==> src/rtl/alu_sequencer.sv <==
// alu_sequencer: issue-side controller for a 16-bit ALU.
//
// Holds a program memory (PROG_DEPTH x 16) and a 16x16 register file. It
// fetches one instruction at a time, drives opcode/A/B into the ALU, waits
// ALU_LATENCY cycles, then writes the ALU result back. Each instruction fully
// retires before the next fetch, so there are no register hazards.
//
// Instruction word: [15:12] op, [11:8] rd, [7:4] ra, [3:0] rb
//   ALU ops 0100 ADD, 0101 SUB, 1000 AND, 1001 OR, 1010 XOR, 1011 NAND,
//           1100 NOR, 1101 NOT
//   0000 NOP, 0001 CLR rd, 1111 HALT, anything else is illegal (sets err).
//
// Ports:
//   clk, rst                 clock, synchronous active-high reset
//   prog_we/addr/data        program load (accepted in IDLE only)
//   reg_we/addr/wdata        register preload (accepted in IDLE only)
//   reg_rdata                combinational read of rf[reg_addr]
//   start                    begin at pc=0 (IDLE only)
//   busy, done, err          status: busy in FETCH..WB, done pulse, sticky err
//   alu_opcode/alu_a/alu_b   registered ALU operands
//   alu_result               ALU result, sampled in WB
//
// Optional feature (macro SEQ_FLAGS_EN): adds zero_flag/neg_flag outputs,
// updated on every writeback and by CLR.

module alu_sequencer #(
   parameter int PROG_DEPTH  = 16,
   parameter int ALU_LATENCY = 0
) (
   input  logic                          clk,
   input  logic                          rst,
   input  logic                          prog_we,
   input  logic [$clog2(PROG_DEPTH)-1:0] prog_addr,
   input  logic [15:0]                   prog_data,
   input  logic                          reg_we,
   input  logic [3:0]                    reg_addr,
   input  logic [15:0]                   reg_wdata,
   output logic [15:0]                   reg_rdata,
   input  logic                          start,
   output logic                          busy,
   output logic                          done,
   output logic                          err,
   output logic [3:0]                    alu_opcode,
   output logic [15:0]                   alu_a,
   output logic [15:0]                   alu_b,
   input  logic [15:0]                   alu_result
`ifdef SEQ_FLAGS_EN
   ,
   output logic                          zero_flag,
   output logic                          neg_flag
`endif
);

   localparam int PW = $clog2(PROG_DEPTH);

   typedef enum logic [2:0] {
      S_IDLE, S_FETCH, S_ISSUE, S_WAIT, S_WB, S_DONE
   } state_t;

   state_t          state, state_nx;
   logic [PW-1:0]   pc;
   logic [15:0]     ir;
   logic [2:0]      wcnt;
   logic [15:0]     prog [PROG_DEPTH];
   logic [15:0]     rf   [16];

   logic [3:0]      op, rd, ra, rb;
   logic            is_alu, is_nop, is_clr, is_halt, is_ill;
   logic            last_pc;

   assign op = ir[15:12];
   assign rd = ir[11:8];
   assign ra = ir[7:4];
   assign rb = ir[3:0];

   assign last_pc   = (pc == PW'(PROG_DEPTH - 1));
   assign reg_rdata = rf[reg_addr];

   // Opcode classification
   always_comb begin
      is_alu  = 1'b0;
      is_nop  = 1'b0;
      is_clr  = 1'b0;
      is_halt = 1'b0;
      case (op)
         4'h4, 4'h5, 4'h8, 4'h9,
         4'hA, 4'hB, 4'hC, 4'hD: is_alu  = 1'b1;
         4'h0:                   is_nop  = 1'b1;
         4'h1:                   is_clr  = 1'b1;
         4'hF:                   is_halt = 1'b1;
         default:                ;
      endcase
      is_ill = !(is_alu || is_nop || is_clr || is_halt);
   end

   // Next-state and status outputs
   always_comb begin
      state_nx = state;
      busy     = 1'b0;
      done     = 1'b0;
      case (state)
         S_IDLE:  if (start) state_nx = S_FETCH;
         S_FETCH: begin
            busy     = 1'b1;
            state_nx = S_ISSUE;
         end
         S_ISSUE: begin
            busy = 1'b1;
            if (is_alu)
               state_nx = (ALU_LATENCY > 0) ? S_WAIT : S_WB;
            else if (is_halt || is_ill)
               state_nx = S_DONE;
            else
               state_nx = last_pc ? S_DONE : S_FETCH;
         end
         S_WAIT: begin
            busy = 1'b1;
            if (wcnt == 3'd0) state_nx = S_WB;
         end
         S_WB: begin
            busy     = 1'b1;
            state_nx = last_pc ? S_DONE : S_FETCH;
         end
         S_DONE: begin
            done     = 1'b1;
            state_nx = S_IDLE;
         end
         default: state_nx = S_IDLE;
      endcase
   end

   always_ff @(posedge clk) begin
      if (rst) state <= S_IDLE;
      else     state <= state_nx;
   end

   // Program memory is deliberately not reset so a program survives rst.
   always_ff @(posedge clk) begin
      if (prog_we && state == S_IDLE) prog[prog_addr] <= prog_data;
   end

   always_ff @(posedge clk) begin
      if (rst) begin
         pc         <= '0;
         ir         <= '0;
         wcnt       <= '0;
         err        <= 1'b0;
         alu_opcode <= '0;
         alu_a      <= '0;
         alu_b      <= '0;
         for (int i = 0; i < 16; i++) rf[i] <= '0;
`ifdef SEQ_FLAGS_EN
         zero_flag  <= 1'b0;
         neg_flag   <= 1'b0;
`endif
      end else begin
         case (state)
            S_IDLE: begin
               if (start) begin
                  pc  <= '0;
                  err <= 1'b0;
               end
               if (reg_we) rf[reg_addr] <= reg_wdata;
            end
            S_FETCH: ir <= prog[pc];
            S_ISSUE: begin
               if (is_alu) begin
                  alu_opcode <= op;
                  alu_a      <= rf[ra];
                  alu_b      <= rf[rb];
                  // WAIT exits when the counter hits zero, so load L-1
                  wcnt       <= (ALU_LATENCY > 0) ? 3'(ALU_LATENCY - 1) : 3'd0;
               end
               if (is_clr) begin
                  rf[rd] <= '0;
`ifdef SEQ_FLAGS_EN
                  zero_flag <= 1'b1;
                  neg_flag  <= 1'b0;
`endif
               end
               if (is_ill) err <= 1'b1;
               if (state_nx == S_FETCH) pc <= pc + PW'(1);
            end
            S_WAIT: wcnt <= wcnt - 3'd1;
            S_WB: begin
               rf[rd]     <= alu_result;
               alu_opcode <= 4'h0;
`ifdef SEQ_FLAGS_EN
               zero_flag  <= (alu_result == 16'h0000);
               neg_flag   <= alu_result[15];
`endif
               if (state_nx == S_FETCH) pc <= pc + PW'(1);
            end
            default: ;
         endcase
      end
   end

endmodule

==> config.mk <==
export PLATFORM = sky130hd
export DESIGN_NAME = alu_sequencer
export DESIGN_NICKNAME = d
export VERILOG_FILES = /design/src/rtl/alu_sequencer.sv
export SDC_FILE = /design/constraint.sdc
export NUM_CORES = 1
export LEC_CHECK = 0
export CAP_MARGIN = 25
export CORE_MARGIN = 10
export CORE_UTILIZATION = 51
export CTS_BUF_LIST = sky130_fd_sc_hd__clkbuf_16
export DETAILED_ROUTE_END_ITERATION = 6
export PLACE_DENSITY = 0.69
export SKIP_CTS_REPAIR_TIMING = 1
export SYNTH_ARGS = -nofsm -noshare
export SYNTH_HDL_FRONTEND = slang
export SYNTH_SLANG_ARGS = --single-unit
==> constraint.sdc <==
create_clock -name clk -period 6.34 [get_ports clk]
set_clock_uncertainty 0.1 [all_clocks]
set_input_delay 1.902 -clock clk [delete_from_list [all_inputs] [get_ports clk]]
set_output_delay 1.902 -clock clk [all_outputs]
set_load 0.02 [all_outputs]
==> flow_summary.ini <==
[min_path]
hp-class = register to register
hold_start = ir[5]
min_delay_path_depth = 2

[timing]
period_share_pct = 98.1
worst_slew_pin_slew_ns = 1.17
setup_violations = 0
max-slew-margin-rel_pct = 21.6
final_max_slew_viol_count = 0
whs_ns = 0.382
hold_violations = 0
fmax_mhz = 161
rsz0062_at_grt = no
fin_crit_ns = 6.22
timing.setup.tns_ns = 0
fin_ws_ns = 0.119

[routing]
ant_nets = 0
dr.pass1.iters = 7
via_count = 17900
wirelength_um = 81300
remaining_drc_errors = 19
drtIter0Drc = 2229
drt-wirelength-per-cell_um = 31.5
vias_per_cell = 6.93

[final_layout]
area_growth_pct = 14.7
drive_above_1_share_pct = 27.5
nets = 1845
layout.cells.non_filler = 2582
nFillCells = 4119
layout_common_cells = 512 x edfxtp_1, 259 x mux4_2, 245 x nor3_1, 110 x clkdlybuf4s50_1, 108 x mux2i_1
final_common_cell = edfxtp_1

[global_route]
grt_use_total_pct = 24.5
antenna_found_initial = 2
use_met3_pct = 5.41
grt_max_degree = 73
met1_usage_pct = 32.7
overflow = 0
grt_util_met2_pct = 39.0
top_usage_layer = met2
grt_pass1_wl_um = 121000
grt_pass1_vias = 17800

[run]
cap_violations = 0

[logic_synthesis]
synth_top_family_by_area = multiplexers
yosysWarnings = 0
seq_area_frac_synth_pct = 58.7
ys_seq_elements = 575
synthesis.nets = 1762
synthXorXnorAreaFrac_pct = 0.0309
synth-compound-area-share_pct = 5.41
syn_area_sq_um = 28300
avgSynthCellArea_sq_um = 16.7
synthAdderAreaFrac_pct = 0.133
synth_top_cell_by_area = edfxtp_1
synth.top_cell.area_share_pct = 54.3
synth_edf_count = 512
synthMuxAreaShare_pct = 24.6
synth_flop_cell = edfxtp_1
yosysUniqueCellTypes = 59
netlist_top_cells_area = edfxtp_1 54%, mux4_2 21%, dfxtp_1 4.5%, nor3_1 4.4%, mux2i_1 3.9%
async_reset_ff_share_pct = 0
synth-simple-area-share_pct = 7.93
synth_cells = 1698

[setup_path]
critPathLaunchType = input port
crit_top_cell = mux4_2
path_delay_family = buffers and inverters
cp_max_fo = 20
crit_chain = buf_4, buf_12, mux4_2, mux4_2, clkdlybuf4s50_1
cp-end-kind = output pin
crit_type = input port to output pin
path_buf_inv = 3
arrival_ns = 4.22
r2r.worst_path.cells = 5
cp_slowest_cell = clkdlybuf4s50_1
crit_path_start = reg_addr[0]
r2r-start = state[1]
cp.required_ns = 4.34
cp.depth = 5
max_stage_delay_ns = 0.57

[die]
coreArea_sq_um = 55100
initial_core_util_pct = 51.4
die-area_sq_um = 65400
die_h_um = 256
die_w_um = 256
ios = 116
num_rows = 86

[power_and_ir_drop]
max-vdd-ir-drop_uv = 271
p_per_area_nw_per_um2 = 272
power_leakage_nw = 9.88
power.total_mw = 8.85

[place]
placed_cells_incl_taps = 2467
port_buffers = 115
finalWeightedCongestion = 0.874
dp_hpwl_um = 49200
place_ws_ns = 0.115

[status]
failed_checks = design-rule violations
outcome = complete, but fails checks

[clock_tree]
h-tree-depth = 2
cts_inserted_buffers = 60
insertion_delay_ns = 0.65
cts-root-buf = clkbuf_16
cts_sinks = 575
ctsLongestPathBuffers = 3
tritoncts = done
clk_pin_slew_ns = 0.06
## layer usage
layer  vias up  wire length (um)
li1       7317                 -
met1      9221             30700
met2      1162             39000
met3       182              8700
met4         2              2910
met5         -                13
## metrics by stage
stage	util (%)	cell area, sq um
detailed placement	55.1	30400
floorplan	-	28300
finish	59.0	32500
CTS	58.9	32500
global placement	54.9	30300
global route	58.9	32500
## worst paths after layout
path,slack (ns),endpoint
max reg2reg,2.72,rf[14][3]
min reg2reg,0.38,ir[5]
min,0.38,ir[5]
max,0.12,reg_rdata[7]
## where the power goes
part	switching (mW)	internal, mW	leakage, nW
combinational	0.478	0.368	3.35
clock	1.50	2.18	1.05
sequential	0.101	4.22	5.48
total	2.08	6.76	9.88
## flip-flops by register name, indices dropped and copies added (netlist names)
| name | cells |
|---|---|
| ir | 16 |
| alu_a | 16 |
| err | 1 |
| prog | 256 |
| alu_b | 16 |
| wcnt | 3 |
| rf | 256 |
| pc | 4 |
| alu_opcode | 4 |
| state | 3 |
## area by class of cell
type	count	area (sq um)	area share, %
flip-flops and latches	575	16700	51.3
multi-input cells	947	10900	33.6
repair buffers	190	1840	5.66
clock buffers	60	1500	4.62
well taps	748	936	2.88
clock inverters	53	596	1.83
inverters	7	26.3	0.0809
diodes	2	5.00	0.0154
## cell usage after synthesis, drive strengths merged (13+ instances only)
cell    count
a21o       13
a21oi      14
a22oi      16
a32oi      50
buf       119
clkbuf     50
dfxtp      63
edfxtp    512
mux2i     109
mux4      259
nand2      13
nand2b     21
nand3b     39
nor2       26
nor3      263
o21ai      21
o221ai     30
## kinds of logic (layout without fill, tap and decap cells)
| group | after synthesis | count (layout) |
|---|---|---|
| other | 0 | 2 |
| muxes | 372 | 372 |
| adders and majority gates | 3 | 3 |
| xor gates and xnor gates | 1 | 1 |
| AOI/OAI and AO/OA | 172 | 172 |
| buffers and inverters | 176 | 310 |
| DFF | 575 | 575 |
| and+or+nand+nor | 399 | 399 |
## worst reg2reg max path: cells and delay by family, from the launching register on
family,cells,cell delay (ns)
and+or+nand+nor,1,0.51
AOI/OAI and AO/OA,2,1.11
buffers and inverters,1,0.39
muxes,1,0.43
DFF,1,0.76
Note: power is estimated with default switching activity, not from simulation.
